[src/rtl/sliding_window_3x3_pkg.sv]
// Purpose: shared pixel/window types for the 3x3 window front end and the filter.
// Latency: n/a (types and constants only).
// Backpressure: n/a.
package swin_pkg;
  localparam int PIX_W = 8;

  typedef logic [PIX_W-1:0] pixel_t;

  // Element k-1 holds sw_pixels<k>: 0 is top-left, 4 the centre, 8 bottom-right.
  typedef pixel_t [8:0] window_t;
endpackage

[src/rtl/sliding_window_3x3_if.sv]
// Purpose: raster pixel input and 3x3 window output bundle of sliding_window_3x3.
// Latency: n/a (wiring only).
// Backpressure: none; every in_valid beat is consumed.
// Ports: in_valid/in_sof/in_pixel from the source, sw_pixels1..9/act/frame_done to the filter.
//   master = pixel source / window consumer side, slave = the window generator.
interface sliding_window_3x3_if;
  import swin_pkg::*;

  logic   in_valid;
  logic   in_sof;
  pixel_t in_pixel;
  pixel_t sw_pixels1, sw_pixels2, sw_pixels3;
  pixel_t sw_pixels4, sw_pixels5, sw_pixels6;
  pixel_t sw_pixels7, sw_pixels8, sw_pixels9;
  logic   act;
  logic   frame_done;

  modport master (
    output in_valid, in_sof, in_pixel,
    input  sw_pixels1, sw_pixels2, sw_pixels3,
    input  sw_pixels4, sw_pixels5, sw_pixels6,
    input  sw_pixels7, sw_pixels8, sw_pixels9,
    input  act, frame_done
  );

  modport slave (
    input  in_valid, in_sof, in_pixel,
    output sw_pixels1, sw_pixels2, sw_pixels3,
    output sw_pixels4, sw_pixels5, sw_pixels6,
    output sw_pixels7, sw_pixels8, sw_pixels9,
    output act, frame_done
  );
endinterface

[src/rtl/sliding_window_3x3_line_buffer.sv]
// Purpose: one image line of pixels, single port, read-before-write.
// Latency: read is combinational from addr; write lands on the rising edge.
// Backpressure: none; a write happens on every cycle with we high.
// Ports: clk, we (write strobe), addr (column), wdata (new pixel), rdata (old pixel at addr).
module line_buffer
  import swin_pkg::*;
#(
  parameter int DEPTH = 256,
  parameter int AW    = $clog2(DEPTH)
) (
  input  logic          clk,
  input  logic          we,
  input  logic [AW-1:0] addr,
  input  pixel_t        wdata,
  output pixel_t        rdata
);

  // Contents are intentionally not reset: the first two lines of every
  // frame overwrite whatever is here before a window can use it.
  pixel_t mem [DEPTH];

  assign rdata = mem[addr];

  always_ff @(posedge clk) begin
    if (we) mem[addr] <= wdata;
  end
endmodule

[src/rtl/sliding_window_3x3.sv]
// Purpose: raster pixel stream to 3x3 neighbourhood windows for interior centres.
// Latency: window completed by the accept at edge N is on the buses after edge N (act=1 one cycle).
// Backpressure: none; every in_valid beat is consumed, outputs hold between accepts.
// Ports: clk, rst (sync, active-high), s = slave side of sliding_window_3x3_if.
module sliding_window_3x3
  import swin_pkg::*;
#(
  parameter int IMG_W = 256,
  parameter int IMG_H = 256
) (
  input logic                 clk,
  input logic                 rst,
  sliding_window_3x3_if.slave s
);

  localparam int CW = $clog2(IMG_W);
  localparam int RW = $clog2(IMG_H);
  localparam logic [CW-1:0] COL_LAST = CW'(IMG_W - 1);
  localparam logic [RW-1:0] ROW_LAST = RW'(IMG_H - 1);

  logic [CW-1:0] col, cur_col;
  logic [RW-1:0] row, cur_row;
  logic          accept;
  pixel_t        lb0_rd, lb1_rd;
  window_t       win;
  logic          act_q, frame_done_q;

  // in_sof forces the accepted pixel to (0,0) whatever the counters say.
  assign cur_col = s.in_sof ? '0 : col;
  assign cur_row = s.in_sof ? '0 : row;
  // A pixel arriving together with reset is dropped, including its buffer write.
  assign accept  = s.in_valid && !rst;

  // lb0 holds line r-1, lb1 holds line r-2; lb1 is fed from lb0's old word.
  line_buffer #(.DEPTH(IMG_W), .AW(CW)) u_lb0 (
    .clk   (clk),
    .we    (accept),
    .addr  (cur_col),
    .wdata (s.in_pixel),
    .rdata (lb0_rd)
  );

  line_buffer #(.DEPTH(IMG_W), .AW(CW)) u_lb1 (
    .clk   (clk),
    .we    (accept),
    .addr  (cur_col),
    .wdata (lb0_rd),
    .rdata (lb1_rd)
  );

  always_ff @(posedge clk) begin
    if (rst) begin
      col          <= '0;
      row          <= '0;
      win          <= '0;
      act_q        <= 1'b0;
      frame_done_q <= 1'b0;
    end else begin
      act_q        <= s.in_valid && (cur_row >= RW'(2)) && (cur_col >= CW'(2));
      frame_done_q <= s.in_valid && (cur_row == ROW_LAST) && (cur_col == COL_LAST);
      if (s.in_valid) begin
        // Shift every row left; the right column takes the two old line
        // words and the incoming pixel.
        for (int r = 0; r < 3; r++) begin
          win[3*r]   <= win[3*r+1];
          win[3*r+1] <= win[3*r+2];
        end
        win[2] <= lb1_rd;
        win[5] <= lb0_rd;
        win[8] <= s.in_pixel;

        if (cur_col == COL_LAST) begin
          col <= '0;
          row <= (cur_row == ROW_LAST) ? '0 : cur_row + 1'b1;
        end else begin
          col <= cur_col + 1'b1;
          row <= cur_row;
        end
      end
    end
  end

  assign s.sw_pixels1 = win[0];
  assign s.sw_pixels2 = win[1];
  assign s.sw_pixels3 = win[2];
  assign s.sw_pixels4 = win[3];
  assign s.sw_pixels5 = win[4];
  assign s.sw_pixels6 = win[5];
  assign s.sw_pixels7 = win[6];
  assign s.sw_pixels8 = win[7];
  assign s.sw_pixels9 = win[8];
  assign s.act        = act_q;
  assign s.frame_done = frame_done_q;
endmodule

[src/flat_wrapper.sv]
// flat-port wrapper written by rule: the top's interface ports become plain ports
module sliding_window_3x3_flat import swin_pkg::*;
#(
  parameter int IMG_W = 256,
  parameter int IMG_H = 256
)
  (clk, rst, s_in_valid, s_in_sof, s_in_pixel, s_sw_pixels1, s_sw_pixels2, s_sw_pixels3, s_sw_pixels4, s_sw_pixels5, s_sw_pixels6, s_sw_pixels7, s_sw_pixels8, s_sw_pixels9, s_act, s_frame_done);
  sliding_window_3x3_if s_i ();
  input logic clk;
  input logic rst;
  input wire logic [$bits(s_i.in_valid)-1:0] s_in_valid;
  input wire logic [$bits(s_i.in_sof)-1:0] s_in_sof;
  input wire logic [$bits(s_i.in_pixel)-1:0] s_in_pixel;
  output wire logic [$bits(s_i.sw_pixels1)-1:0] s_sw_pixels1;
  output wire logic [$bits(s_i.sw_pixels2)-1:0] s_sw_pixels2;
  output wire logic [$bits(s_i.sw_pixels3)-1:0] s_sw_pixels3;
  output wire logic [$bits(s_i.sw_pixels4)-1:0] s_sw_pixels4;
  output wire logic [$bits(s_i.sw_pixels5)-1:0] s_sw_pixels5;
  output wire logic [$bits(s_i.sw_pixels6)-1:0] s_sw_pixels6;
  output wire logic [$bits(s_i.sw_pixels7)-1:0] s_sw_pixels7;
  output wire logic [$bits(s_i.sw_pixels8)-1:0] s_sw_pixels8;
  output wire logic [$bits(s_i.sw_pixels9)-1:0] s_sw_pixels9;
  output wire logic [$bits(s_i.act)-1:0] s_act;
  output wire logic [$bits(s_i.frame_done)-1:0] s_frame_done;
  assign s_i.in_valid = s_in_valid;
  assign s_i.in_sof = s_in_sof;
  assign s_i.in_pixel = s_in_pixel;
  assign s_sw_pixels1 = s_i.sw_pixels1;
  assign s_sw_pixels2 = s_i.sw_pixels2;
  assign s_sw_pixels3 = s_i.sw_pixels3;
  assign s_sw_pixels4 = s_i.sw_pixels4;
  assign s_sw_pixels5 = s_i.sw_pixels5;
  assign s_sw_pixels6 = s_i.sw_pixels6;
  assign s_sw_pixels7 = s_i.sw_pixels7;
  assign s_sw_pixels8 = s_i.sw_pixels8;
  assign s_sw_pixels9 = s_i.sw_pixels9;
  assign s_act = s_i.act;
  assign s_frame_done = s_i.frame_done;
  sliding_window_3x3 #(.IMG_W(IMG_W), .IMG_H(IMG_H)) u_core (.clk(clk), .rst(rst), .s(s_i));
endmodule
[config.mk]
export PLATFORM = sky130hd
export DESIGN_NAME = sliding_window_3x3_flat
export DESIGN_NICKNAME = d
export VERILOG_FILES = /design/src/rtl/sliding_window_3x3_pkg.sv /design/src/rtl/sliding_window_3x3_if.sv /design/src/rtl/sliding_window_3x3_line_buffer.sv /design/src/rtl/sliding_window_3x3.sv /design/src/flat_wrapper.sv
export SDC_FILE = /design/constraint.sdc
export NUM_CORES = 2
export LEC_CHECK = 0
export BUFFER_PORTS_ARGS = -buffer_cell sky130_fd_sc_hd__buf_2
export CAP_MARGIN = 20
export CORE_AREA = 2 2 959 579
export CTS_CLUSTER_DIAMETER = 100
export CTS_CLUSTER_SIZE = 16
export DETAILED_ROUTE_END_ITERATION = 6
export DIE_AREA = 0 0 961 581
export PLACE_DENSITY_LB_ADDON = 0.2
export SYNTH_ARGS = -nofsm -noshare
export SYNTH_HDL_FRONTEND = slang
export SYNTH_SLANG_ARGS = --single-unit
[constraint.sdc]
create_clock -name clk -period 8.9 [get_ports clk]
set_input_delay 1.78 -clock clk [delete_from_list [all_inputs] [get_ports clk]]
set_output_delay 1.78 -clock clk [all_outputs]
set_load 0.005 [all_outputs]
==> metrics <==
area growth from synthesis to layout 13.2%; total grt overflow 0; Synth Net Count between 10000 and 15000; status finished, violations left; layout cells sized above 1 between 10% and 20%; GRT Util Overall between 20% and 30%; internal power 28.5 mW; hpwl dp 404000 um; initial antenna violation count 81; maxcap violations 0; Synth Warn # 0; Mapped Area approximately 160000 um^2; Final Core Density between 30% and 40%; largest net degree at the start of global routing roughly 140; Sw Share between 20% and 30%; via count 105000; initial DRC count 17900; commonest non-fill, non-tap cells in the layout edfxtp_1 (4096), nand2_1 (1612), mux2i_1 (864); Synth Register Bits approximately 4200; Max-Slew Margin vs Limit approximately a tenth; CP Depth 12; placed cells ~18000; Synth area leaders edfxtp_1 (75%), mux2i_1 (5.3%), nand2_1 (3.7%); row count 211; Power Dens Cells roughly 200 nW/um^2; Crit path max-delay family simple AND/OR/NAND/NOR gates; final setup TNS 0 ns; Initial Util between 20% and 30%; Final Max Slew Viols 0; first-pass GRT wire length between 800000 and 900000 um; Layout fillers 52500; violated checks design-rule violations; cell area after placement 177000 um^2; Overall Power about 37 mW; H-tree depth 5; Worst Setup Start Kind input port; vias in the first global route roughly 97000; Ports 86; PortBufs between 80 and 90; DRC 8; Worst EP arrival roughly 8.5 ns; Resize count post-CTS 0; worst stage delay on the critical path between 1 and 1.5 ns; RSZ-0062 raised after global routing false; Max rail drop VDD between 150 and 200 uV; Reg clk slew, reported paths ~0.070 ns; die extent in x just under 1000 um; Yosys top cell area share about 75%; Final nets approximately 11000; total CTS buffers ~300; leading area contributor after synthesis edfxtp_1; Post-Synthesis Cells between 10000 and 15000; Top FF cell, synth edfxtp_1; most common cell after layout, fill and taps aside edfxtp_1; post-synth cell types 80; worst-path cell chain buf_4, and2b_4, inv_16, buf_12, mux2i_1, o22ai_1, a21oi_1, a31oi_1, nor4_1, and4_1, nand2_4, buf_12; sequential area share after synthesis 76.0%; CTS Sinks approximately 4200; WP data required roughly 9.5 ns; routability congestion estimate 0.911; Mean Syn Cell Area ~15 um^2; final hold violations 0; Setup Viol. Count Final 0; number of synthesized flops with an enable pin 4096; crit-path max FO a little over 100; TritonCTS clock tree yes; Final ANT Viol Nets 0; slew at the pin closest to its max-slew limit between 1 and 1.5 ns; leakage power 60.1 nW; final cell count without fillers roughly 19000; f_max roughly 130 MHz; Hold/Removal Path Class reg -> reg; Final Skew about 0.074 ns; Clock Tree Root clkbuf_16; Tcrit/Tclk final approximately 90%; Buf/Inv on CP 4; minimum clock period after layout ~8.0 ns; Comb power frac under 10%; die area between 500000 and 600000 um^2; Multi-input gate area around 37000 um^2; CP max-delay cell nor4_1; postcts setup bufs 0; register area 125000 um^2; Finished Cell Area 186000 um^2; CP Class in -> reg; vias per cell 5.62; Psw 8.29 mW; proportion of power drawn by the clock network a little over a third; worst skew pair latency 0.98 ns; Most common cell on crit path buf_12; WHS Path Cells 2; WL per Instance 35.0 um; hold_buf cts 0; first-pass detailed-route iteration total 7; Chip Height 581 um; CP endpoint kind flop; post-synthesis async set-or-reset flop share 0%; buffer levels on the longest clock path 4; Seq pwr share 59.0%; R2R depth 11; Core Box Area around 550000 um^2; WL final between 600000 and 700000 um
==> power by group through the flow <==
stage	Combinational (mW)	Clock, mW	Sequential, mW
finish	1.83	13.3	21.7
global route	1.92	14.1	21.7
CTS	1.80	13.4	21.7
detailed placement	1.80	0	22.2
global placement	1.77	0	22.2
floorplan	0.884	0	22.2
==> layout make-up <==
cell class                      instances  share of cell area [%]
Antenna cell                           12                  0.0162
Clock buffer                          375                    4.35
Clock inverter                         13                  0.0794
Inverter                               11                  0.0397
Multi-Input combinational cell       6015                    19.7
Sequential cell                      4186                    67.1
Tap cell                             7348                    4.94
Timing Repair Buffer                  781                    3.73
==> metal layers <==
layer | routed length, um | track usage [%]
met3 | 91300 | 8.17
met5 | 365 | 0
met4 | 16800 | 5.32
met2 | 258000 | 30.2
met1 | 290000 | 34.2
==> stage by stage <==
step           setup slack, ns  hold WS, ns
4_1_cts                   1.47        0.497
3_5_place_dp             0.441        0.478
6_report                 0.941        0.496
5_1_grt                   1.03        0.539
3_3_place_gp             0.522        0.471
2_1_floorplan             1.61        0.474
==> cells in the mapped netlist (70+ instances only) <==
cell type / instances
edfxtp_1: 4096
nand2_1: 1624
mux2i_1: 864
a21oi_1: 784
nand3_1: 497
nor2_1: 462
buf_2: 403
o22ai_1: 308
a31oi_1: 264
o21ai_0: 228
clkbuf_1: 208
a211oi_1: 179
nor2b_1: 131
a22oi_1: 110
mux2_2: 101
dfxtp_1: 90
buf_4: 89
a221oi_1: 79
a311oi_1: 70
==> worst paths after layout <==
check,from,endpoint,slack (ns)
setup / recovery,s_in_sof,u_core.u_lb1.mem[115][5]$_DFFE_PP_,0.94
hold / removal,u_core.s.sw_pixels4[6]$_SDFFE_PP0P_,u_core.s.sw_pixels4[6]$_SDFFE_PP0P_,0.50
setup reg to reg,u_core.col[0]$_SDFFE_PP0P_,u_core.u_lb1.mem[115][5]$_DFFE_PP_,1.15
hold reg to reg,u_core.s.sw_pixels4[6]$_SDFFE_PP0P_,u_core.s.sw_pixels4[6]$_SDFFE_PP0P_,0.50
==> cell families (layout without fill, tap and decap cells) <==
group	count (synthesis)	in the layout	synth area share, %
buf+inv	773	1180	2.32
mux	976	976	6.11
flops	4186	4186	76.0
fa+ha+maj	6	6	0.0457
compound gates	2163	2163	8.14
simple gates	2869	2869	7.40
xor+xnor	1	1	0.00533
other cells	0	12	0
==> registers in the layout (all words and copies together) (netlist names), 8 cells and up <==
name	flops
u_core.u_lb0.mem	2048
u_core.u_lb1.mem	2048
u_core.col	8
u_core.row	8
u_core.s.sw_pixels1	8
u_core.s.sw_pixels2	8
u_core.s.sw_pixels3	8
u_core.s.sw_pixels4	8
u_core.s.sw_pixels5	8
u_core.s.sw_pixels6	8
u_core.s.sw_pixels7	8
u_core.s.sw_pixels8	8
u_core.s.sw_pixels9	8
==> worst min-delay path, cell delays in order, from the launching register on <==
cell and delay [ns]:
dfxtp_1 0.33, mux2i_1 0.07, nor2_1 0.07
Note: power is estimated with default switching activity, not from simulation.
